===== config.mk =====
export PLATFORM = sky130hd
export DESIGN_NAME = neuron_mac
export DESIGN_NICKNAME = d
export VERILOG_FILES = /design/src/rtl/neuron_mac.sv
export SDC_FILE = /design/constraint.sdc
export NUM_CORES = 1
export LEC_CHECK = 0
export BUFFER_PORTS_ARGS = -buffer_cell sky130_fd_sc_hd__buf_4
export CAP_MARGIN = 15
export CORE_MARGIN = 2
export CORE_UTILIZATION = 60
export DETAILED_ROUTE_END_ITERATION = 10
export PLACE_DENSITY = 0.83
export RECOVER_POWER = 50
export SYNTH_ARGS = -nofsm -noshare
export SYNTH_HDL_FRONTEND = slang
export SYNTH_SLANG_ARGS = --single-unit

===== constraint.sdc =====
create_clock -name clk -period 5.6 [get_ports clk]
set_clock_uncertainty 0.05 [all_clocks]
set_input_delay 0.84 -clock clk [delete_from_list [all_inputs] [get_ports clk]]
set_output_delay 0.84 -clock clk [all_outputs]
set_load 0.01 [all_outputs]

===== src/rtl/neuron_mac.sv =====
// neuron_mac: streaming multiply-accumulate front end for the sigmoid stage.
// Accepts (activation, weight) pairs through a valid/ready handshake, adds a
// per-vector bias, then rounds and saturates the sum to signed Q4.12.
//
// Handshake rule (both ports): a transfer happens on a rising clk edge where
// valid && ready are both 1. A producer holds valid and its data stable until
// that edge, and out_valid is never withdrawn without a transfer.
module neuron_mac #(
    parameter int DATA_W    = 16,
    parameter int FRAC_W    = 12,
    parameter int MAX_TERMS = 256,
    parameter int ACC_W     = 40
) (
    input  logic                           clk,
    input  logic                           rst_n,
    input  logic                           in_valid,
    output logic                           in_ready,
    input  logic [DATA_W-1:0]              in_data,
    input  logic [DATA_W-1:0]              in_weight,
    input  logic                           in_last,
    input  logic [DATA_W-1:0]              bias,
    output logic                           out_valid,
    input  logic                           out_ready,
    output logic [DATA_W-1:0]              out_x,
    output logic                           out_sat,
    output logic                           out_ovf,
    output logic [$clog2(MAX_TERMS):0]     out_count
);

    localparam int CNT_W = $clog2(MAX_TERMS) + 1;
    localparam int PROD_W = 2 * DATA_W;

    // Clip limits and rounding constant expressed at accumulator width.
    localparam logic signed [ACC_W-1:0] X_MAX = {{(ACC_W-DATA_W+1){1'b0}}, {(DATA_W-1){1'b1}}};
    localparam logic signed [ACC_W-1:0] X_MIN = {{(ACC_W-DATA_W+1){1'b1}}, {(DATA_W-1){1'b0}}};
    localparam logic signed [ACC_W-1:0] HALF  = {{(ACC_W-FRAC_W){1'b0}}, 1'b1, {(FRAC_W-1){1'b0}}};

    typedef enum logic {ST_ACCUM = 1'b0, ST_OUT = 1'b1} state_t;

    state_t                     state;
    logic                       init_done;
    logic signed [PROD_W-1:0]   p;
    logic                       p_vld;
    logic                       p_last;
    logic                       p_ovf;
    logic signed [ACC_W-1:0]    acc;
    logic [CNT_W-1:0]           count;
    logic [DATA_W-1:0]          bias_r;

    logic                       accept;
    logic [CNT_W-1:0]           n_acc;
    logic                       at_limit;
    logic signed [ACC_W-1:0]    p_ext;
    logic signed [ACC_W-1:0]    acc_next;
    logic signed [ACC_W-1:0]    bias_sh;
    logic signed [ACC_W-1:0]    rnd;
    logic signed [ACC_W-1:0]    r;
    logic                       sat_hi;
    logic                       sat_lo;
    logic [DATA_W-1:0]          x_clip;

    // Ready / accept decode and the closing arithmetic for the term in stage 2.
    always_comb begin
        in_ready = init_done && (state == ST_ACCUM) && !(p_vld && p_last);
        accept   = in_valid && in_ready;
        // Terms already accepted in this vector (accumulated plus in flight).
        n_acc    = count + CNT_W'(p_vld);
        at_limit = (n_acc == CNT_W'(MAX_TERMS - 1));
        p_ext    = {{(ACC_W-PROD_W){p[PROD_W-1]}}, p};
        acc_next = acc + p_ext;
        bias_sh  = {{(ACC_W-DATA_W-FRAC_W){bias_r[DATA_W-1]}}, bias_r, {FRAC_W{1'b0}}};
        rnd      = acc_next + bias_sh + HALF;
        r        = rnd >>> FRAC_W;
        sat_hi   = (r > X_MAX);
        sat_lo   = (r < X_MIN);
        if (sat_hi)
            x_clip = {1'b0, {(DATA_W-1){1'b1}}};
        else if (sat_lo)
            x_clip = {1'b1, {(DATA_W-1){1'b0}}};
        else
            x_clip = r[DATA_W-1:0];
    end

    // Two-stage MAC pipeline with ACCUM/OUT control and registered results.
    always_ff @(posedge clk or negedge rst_n) begin
        if (!rst_n) begin
            state     <= ST_ACCUM;
            init_done <= 1'b0;
            p         <= '0;
            p_vld     <= 1'b0;
            p_last    <= 1'b0;
            p_ovf     <= 1'b0;
            acc       <= '0;
            count     <= '0;
            bias_r    <= '0;
            out_valid <= 1'b0;
            out_x     <= '0;
            out_sat   <= 1'b0;
            out_ovf   <= 1'b0;
            out_count <= '0;
        end else begin
            init_done <= 1'b1;
            case (state)
                ST_ACCUM: begin
                    // Stage 2: fold the registered product into the sum.
                    if (p_vld) begin
                        acc   <= acc_next;
                        count <= count + CNT_W'(1);
                        if (p_last) begin
                            out_x     <= x_clip;
                            out_sat   <= sat_hi || sat_lo;
                            out_ovf   <= p_ovf;
                            out_count <= count + CNT_W'(1);
                            out_valid <= 1'b1;
                            state     <= ST_OUT;
                        end
                    end
                    // Stage 1: register the product of an accepted pair.
                    if (accept) begin
                        p      <= $signed(in_data) * $signed(in_weight);
                        p_vld  <= 1'b1;
                        p_last <= in_last || at_limit;
                        p_ovf  <= !in_last && at_limit;
                        if (n_acc == '0)
                            bias_r <= bias;
                    end else begin
                        p_vld <= 1'b0;
                    end
                end
                ST_OUT: begin
                    if (out_ready) begin
                        out_valid <= 1'b0;
                        acc       <= '0;
                        count     <= '0;
                        state     <= ST_ACCUM;
                    end
                end
                default: state <= ST_ACCUM;
            endcase
        end
    end

endmodule


Word-level counts from Yosys, hierarchy flattened

Cells that the tools add are included.

Add/subtract/negate cells: 5
$mul: 1
Div/mod/pow operators: 0
Order comparisons: 2
Equal/unequal tests: 4
Shift operators: 0
Mux-type cells: 17
Bitwise gates (word level): 1
Reductions and logical operators: 15

Operator list:

| kind                   | number |
|---|---|
| $mux 40                | 2 |
| $pmux 40 s2            | 1 |
| $add 40x13->40 const B | 1 |
| $add 40x28->40         | 1 |
| $add 40x32->40         | 1 |
| $mul 16x16->32         | 1 |
| $mux 16                | 2 |
| $gt 28x16->1 const B   | 1 |
| $lt 28x16->1 const B   | 1 |
| $mux 9                 | 2 |
| $pmux 9 s2             | 1 |
| $add 9x1->9            | 1 |
| $add 9x1->9 const B    | 1 |
| $eq 9x8->1 const B     | 1 |
| $logic_not 9->1        | 1 |
| $reduce_and 3->1       | 3 |
| $mux 1                 | 7 |
| $ne 2x2->1 const B     | 3 |
| $logic_and 1x1->1      | 5 |
| $pmux 1 s2             | 2 |
| $reduce_and 2->1       | 2 |
| $logic_not 1->1        | 2 |
| $logic_or 1x1->1       | 2 |
| $not 1->1              | 1 |

Bits in registers: 130
Latch bits: 0
Bits in writable memories: 0
Memory bits (read-only): 0
Bits of input ports: 53
Output and inout port bits: 29
Logic and storage cells: 59
Memories: 0

Logic depth before layout (Yosys ltp)

Gate-level depths: netlist of run 1.

Depth after elaboration: 6
Gate-level depth with buffers: 26
Depth with buffers taken out: 25

Worst setup path before layout of run 1

Ideal clock, no wire load.

Path type: in2reg
Start point: input in_data[6]
End point: register p[31]
Setup time: 0.137 ns
Data arrival time: 6.730 ns
Required time: 5.413 ns
Path slack: -1.317 ns
Stages: 23
Buffers on the path: 1
Path through: clkbuf_1 nand2_1 fa_1 inv_1 fa_1 fa_1 fa_1 inv_1 fa_1 inv_1 fa_1 ha_1 a2111oi_0 o21ai_0 o21ai_0 o211ai_1 nand4b_1 a31oi_1 and4_1 a2111oi_0 a21oi_1 xnor2_1 o21ai_0

Word-level cells in the longest chain between the ends: 1

RTL lines:

| what                 | line | source |
|---|---|---|
| start, declared      | 18   | `input logic [DATA_W-1:0] in_data,` |
| $mul 16x16->32       | 120  | `p <= $signed(in_data) * $signed(in_weight);` |
| end signal, assigned | 120  |  |
| end, declared        | 42   | `logic signed [PROD_W-1:0] p;` |

Every way passes these cells.
A chain may end at the register's enable or synchronous reset.

Worst setup path after layout of run 1

Start point: input in_weight[2]
End point: register p[30]

Word-level cells in the longest chain between the ends: 1

RTL lines:

| what            | line | source |
|---|---|---|
| start, declared | 19   | `input logic [DATA_W-1:0] in_weight,` |
| $mul 16x16->32  | 120  |  |

Every way passes these cells.

==> results of run 1 <==
-- registers in the layout (all words and copies together) (netlist names), 9 cells and up --
signal / cells
out_count: 9
acc: 40
bias_r: 16
out_x: 16
count: 9
p: 32
-- critical path: stages --
cell     delay, ns
buf_12        0.10
buf_12        0.10
nand2_1       0.08
fa_1          0.51
inv_1         0.05
fa_1          0.55
inv_1         0.06
fa_1          0.48
fa_1          0.51
fa_1          0.49
inv_1         0.06
fa_1          0.56
ha_4          0.23
a21oi_4       0.14
o21ai_2       0.07
a21oi_2       0.23
o21ai_2       0.13
nor3_2        0.22
a211o_1       0.22
a31oi_1       0.11
or4_1         0.41
a31oi_1       0.17
xor2_1        0.16
o21ai_1       0.07
-- cells by family after synthesis --
family,synth area share [%]
simple gates,15.69
fa+ha+maj,38.85
compound gates,13.73
buf+inv,7.650
flops,17.62
xor+xnor,4.933
mux,1.504
other cells,0.02031
-- layout make-up --
class | instances | share of cell area, %
clock buffers | 18 | 1.852
multi-input cells | 1542 | 63.93
inverters | 304 | 4.951
well taps | 396 | 2.138
clock inverters | 14 | 0.6694
repair buffers | 333 | 12.43
flip-flops and latches | 130 | 14.04
-- Yosys cell counts (7+ instances only) --
library cell / instances / area, um^2
nand2b_1: 28 / 175.2
ha_1: 151 / 1889
a211oi_1: 7 / 52.55
o31ai_1: 8 / 60.06
xnor2_1: 58 / 508.0
mux2_2: 22 / 247.7
and3_1: 16 / 100.1
nand2_1: 266 / 998.5
nor2_1: 85 / 319.1
o32ai_1: 7 / 61.31
a22o_1: 29 / 254.0
and2_1: 110 / 688.2
nor3_1: 18 / 90.09
a21oi_1: 96 / 480.5
inv_1: 304 / 1141
dfrtp_1: 130 / 3253
xor2_1: 46 / 402.9
fa_1: 264 / 5285
clkbuf_1: 69 / 259.0
o211ai_1: 7 / 52.55
a21o_1: 47 / 352.8
nand4_1: 14 / 87.58
o21ai_0: 117 / 585.6
nor2b_1: 14 / 87.58
o21a_1: 11 / 82.58
nand3_1: 24 / 120.1
-- stage by stage --
step                instance area, um^2  hold WS (ns)
finish                            23180        0.4311
global route                      23180        0.4418
CTS                               22430        0.3182
global placement                  21170        0.4067
detailed placement                21170        0.4188
floorplan                         19040        0.3886
-- routing by layer --
| metal | track usage, % | vias up | routed length (um) |
|---|---|---|---|
| met5 | 0 | - | 0 |
| met4 | 11.61 | 0 | 1923 |
| met3 | 3.728 | 188 | 3254 |
| met2 | 54.97 | 801 | 27220 |
| met1 | 37.98 | 8011 | 20410 |
| li1 | - | 7216 | - |
-- worst paths after layout --
kind | startpoint | to | slack, ns | cells after the start
max in group asynchronous | rst_n | acc[25] | 1.24 | 2
hold reg to reg | out_count[4] | out_count[4] | 0.43 | 2
hold / removal | out_count[4] | out_count[4] | 0.43 | 2
setup reg to reg | p[2] | out_x[4] | 0.12 | 24
min in group asynchronous | rst_n | out_count[3] | 0.87 | 1
setup / recovery | in_weight[2] | p[30] | -0.68 | 24
-- timing repair --
item | 4_1_cts | 5_1_grt
setup buffers | 30 | 26
gates resized for setup | 119 | 150
gates cloned | 2 | 2
pin swaps | 105 | 105
hold buffers | 0 | 0
setup endpoints to repair | 34 | 37
==> impl_results.md, run 1 <==
- Cells after synthesis: between 2k and 2.5k
- Max Freq: ~160 MHz
- Via/cell ratio: 5.925
- Placed cells: 2656
- Max Slew Vio Count: 135
- Most frequent cells in the layout: inv_1, buf_4, fa_1
- Clk sinks: between 100 and 150
- Boundary Pins: 82
- Worst skew pair latency: 0.44 ns
- Tmin final: 6.284 ns
- Startpoint Class: input pin
- GRT Util Overall: a little under a third
- WS Path Type: in -> reg
- CTS tree: built
- Post-DP HPWL: roughly 37 mm
- Die Ht: 179.4 um
- Synth async-reset ratio: between 90% and 100%
- Avg WL per Cell: slightly below 20 um
- Register bit total from synthesis: 130
- Vias: roughly 16k
- Clk pin slew, worst setup/hold paths: approximately 0.070 ns
- Port bufs: 81
- Number of synthesized flops with an enable pin: 0
- Max clock buf depth: 2
- Setup slack at placement: -1.205 ns
- Site Rows: 64
- Layout cells sized above 1: between 20% and 30%
- Failing checks: max-capacitance violations, max-slew violations, negative setup slack
- Die area: approximately 32000 um^2
- Final Core Density: approximately three quarters
- Crit. End Element: flip-flop
- Max-cap viol count: 3
- Vias in the first global route: 16.82k
- Synth unique cells: 74
- Multi-input gate area: 14820 um^2
- DR iter-0 viols: roughly 1.4k
- Setup WS post-layout: -0.6835 ns
- Crit share post-route: 112.2%
- Total core area: approximately 30000 um^2
- Number of standard cells in the final layout excluding fillers: approximately 2.7k
- YS warnings: 0
- Fin nets: approximately 2.8k
- Most common cell after layout, fill and taps aside: inv_1
- WP data required: roughly 5.9 ns
- Least-Margin Pin Slew: 2.743 ns
- Syn Std Cell Area: 18470 um^2
- Root Driver: clkbuf_16
- Effective utilization at floorplan: between 60% and 70%
- Routed Wire Length: between 50 and 60 mm
- Final hold violations: 0
- H-tree levels: 4
- Worst hold path class: reg -> reg
- Syn Area/Cell: 9.017 um^2
- RePlAce Congestion: 0.9230
- Syn_nets: about 2.5k
- Largest net degree at the start of global routing: between 60 and 70
- RSZ-0062 raised after global routing: true
- Top FF cell, synth: dfrtp_1
- Worst EP arrival: around 6.5 ns
- Worst rel slew slack: -82.85%
- DRT Pass-1 Iters: 6
- Crit path max fanout: 6
- Setup TNS Final: -5.246 ns
- TritonCTS buffer count: 17
- Die Wd: 179.4 um
- Initial antenna violation count: 0
- Layout area overhead: 25.50%
- Setup violations, final: 16
- Number of remaining DRC errors: 0
- First-pass GRT wire length: roughly 81 mm
- Fill cell count: 1853
- DRT antenna net count: 0
- Seq/Total Area, Yosys: between 10% and 20%
- Register Area: around 3300 um^2
- Outcome: complete, but fails checks
- Total congestion overflow: 0
- Number of diodes: 0
Power of run 1 is left out: the tool's default activity adds up to more than one toggle a clock period on the data nets, which glitch-free logic cannot reach.
==> run 2: changes to the inputs <==
- CORE_MARGIN: 2 -> default
==> impl_results.md, run 2 (same netlist as run 1, synthesis figures left out) <==
- Outcome: complete, but fails checks
- Failing checks: max-capacitance violations, max-slew violations, negative setup slack
- First-pass GRT wire length: 82.08 mm (+0.71%)
- Met3 usage: 3.813% (+0.085 points)
- Final Core Density: 77.41% (+1.3 points)
- Vias: 16.21k (-0.062%)
- Number of diodes: 0 (unchanged)
- Crit path max fanout: 6 (unchanged)
- Vias in the first global route: 17.13k (+1.8%)
- Layout area overhead: 25.57% (about the same)
- Biggest regs: acc (40), p (32)
- DRT antenna net count: 0 (unchanged)
- Die area: 31480 um^2 (-2.2%)
- Effective utilization at floorplan: 61.65% (+0.96 points)
- GRT Util Overall: 32.53% (+1.9 points)
- DR iter-0 viols: 1126 (-19%)
- Port bufs: 81 (unchanged)
- M2 GR Usage: 57.71% (+2.7 points)
- Fill cell count: 1806 (-2.5%)
- Via/cell ratio: 5.912 (-0.21%)
- Total core area: 29950 um^2 (-1.6%)
- Post-DP HPWL: 37.17 mm (+1.2%)
- Worst hold path class: in -> async
- Tmin final: 6.369 ns (+0.08556 ns)
- Layout cells sized above 1: 25.14% (-0.065 points)
- RSZ-0062 raised after global routing: true
- H-tree levels: 4 (unchanged)
- Max clock buf depth: 2 (unchanged)
- Clk pin slew, worst setup/hold paths: 0.06 ns (about the same)
- Avg WL per Cell: 19.05 um (-1.3%)
- Initial antenna violation count: 0 (unchanged)
- Setup violations, final: 19 (+3)
- Clk sinks: 130 (unchanged)
- Met1 global-route usage: 40.53% (+2.6 points)
- Most common cell after layout, fill and taps aside: buf_4
- Least-Margin Pin Slew: 2.423 ns (-0.3200 ns)
- CTS Hold Bufs: 0 (unchanged)
- Setup WS post-layout: -0.7691 ns (-0.08556 ns)
- Worst r2r src: p[2]
- Worst EP arrival: 6.61 ns (+0.07 ns)
- Crit share post-route: 113.7% (+1.5 points)
- Die Wd: 177.4 um (-1.1%)
- Max Slew Vio Count: 126 (-6.7%)
- Largest net degree at the start of global routing: 79 (+22%)
- Max Freq: 157.0 MHz (-1.3%)
- Startpoint Class: input pin
- Worst skew pair latency: 0.42 ns (-0.02 ns)
- Root Driver: clkbuf_16
- TritonCTS buffer count: 17 (unchanged)
- Register Area: 3253 um^2 (unchanged)
- Setup TNS Final: -6.903 ns (-1.657 ns)
- Finished Cell Area: 23190 um^2 (about the same)
- Final hold violations: 0 (unchanged)
- Multi-input gate area: 14720 um^2 (-0.68%)
- RePlAce Congestion: 0.9512 (+3.1%)
- Post-placement cell area: 21230 um^2 (+0.28%)
- Most frequent cells in the layout: buf_4, inv_1, fa_1
- Boundary Pins: 82 (unchanged)
- Crit. End Element: flip-flop
- GRT busiest layer: met2
- Number of flip-flops in the largest register: 40 (unchanged)
- Number of remaining DRC errors: 0 (unchanged)
- DRT Pass-1 Iters: 7 (+1)
- Die Ht: 177.4 um (-1.1%)
- CTS tree: built
- CP startpoint: in_data[10]
- Worst rel slew slack: -61.52% (+21 points)
- Site Rows: 63 (-1.6%)
- Total congestion overflow: 0 (unchanged)
- Max-cap viol count: 2 (-1)
- Routed Wire Length: 52.21 mm (-1.1%)
- WS Path Type: in -> reg
- Fin nets: 2807 (+0.39%)
- Largest register by flop count: acc
- WP data required: 5.84 ns (about the same)
==> run 2: final cells by class <==
cell class	count	area share, %
sequential	130	14.03
timing repair buffer	344	12.57
clock inverter	12	0.9928
inverter	304	4.937
multi-input combinational	1542	63.46
tap	390	2.104
clock buffer	19	1.910
==> run 2: path summary, 6_finish.rpt <==
check / slack (ns) / cells after the start / to
hold reg to reg: 0.43 / 2 / out_count[7]
setup / recovery: -0.77 / 24 / p[30]
max in group asynchronous: 2.61 / 2 / p[20]
setup reg to reg: 0.16 / 24 / out_sat
min in group clk: 0.43 / 2 / out_count[7]
hold / removal: 0.26 / 1 / out_count[1]
==> run 2: worst max-delay path, cell delays in order <==
cell,delay [ns]
buf_12,0.10
nand2_4,0.04
fa_1,0.54
inv_2,0.05
fa_1,0.55
inv_2,0.04
fa_2,0.45
fa_1,0.53
inv_1,0.06
fa_1,0.54
fa_1,0.51
ha_4,0.20
buf_4,0.12
a21o_1,0.16
a21o_1,0.18
a21o_1,0.19
a32o_2,0.26
nor2_4,0.10
a211o_1,0.19
a31oi_2,0.10
or4_1,0.42
a31oi_2,0.19
xor2_1,0.16
o21ai_1,0.07
==> run 2: metal layers <==
metal	up-vias	part of all wire, %
li1	7244	-
met1	8070	40
met2	727	51
met3	165	5.6
met4	0	3.3
met5	-	0
==> run 2: timing repair <==
action / in CTS / in global routing
pin swaps: 95 / 113
hold endpoints to repair: 0 / 0
gates cloned: 1 / 0
buffers inserted: 42 / 23
setup endpoints to repair: 35 / 37
resized for setup: 109 / 143
==> run 2: through the flow <==
step,setup WS [ns],std cells,hold slack (ns)
final,-0.7691,2741,0.2625
after global routing,-0.8978,2741,0.2918
after CTS,-0.7084,2728,0.1705
after detailed placement,-1.235,2659,0.4198
after global placement,-1.087,2659,0.4000
after floorplan,-0.7394,2048,0.3886
Power of run 2 is left out for the same reason.
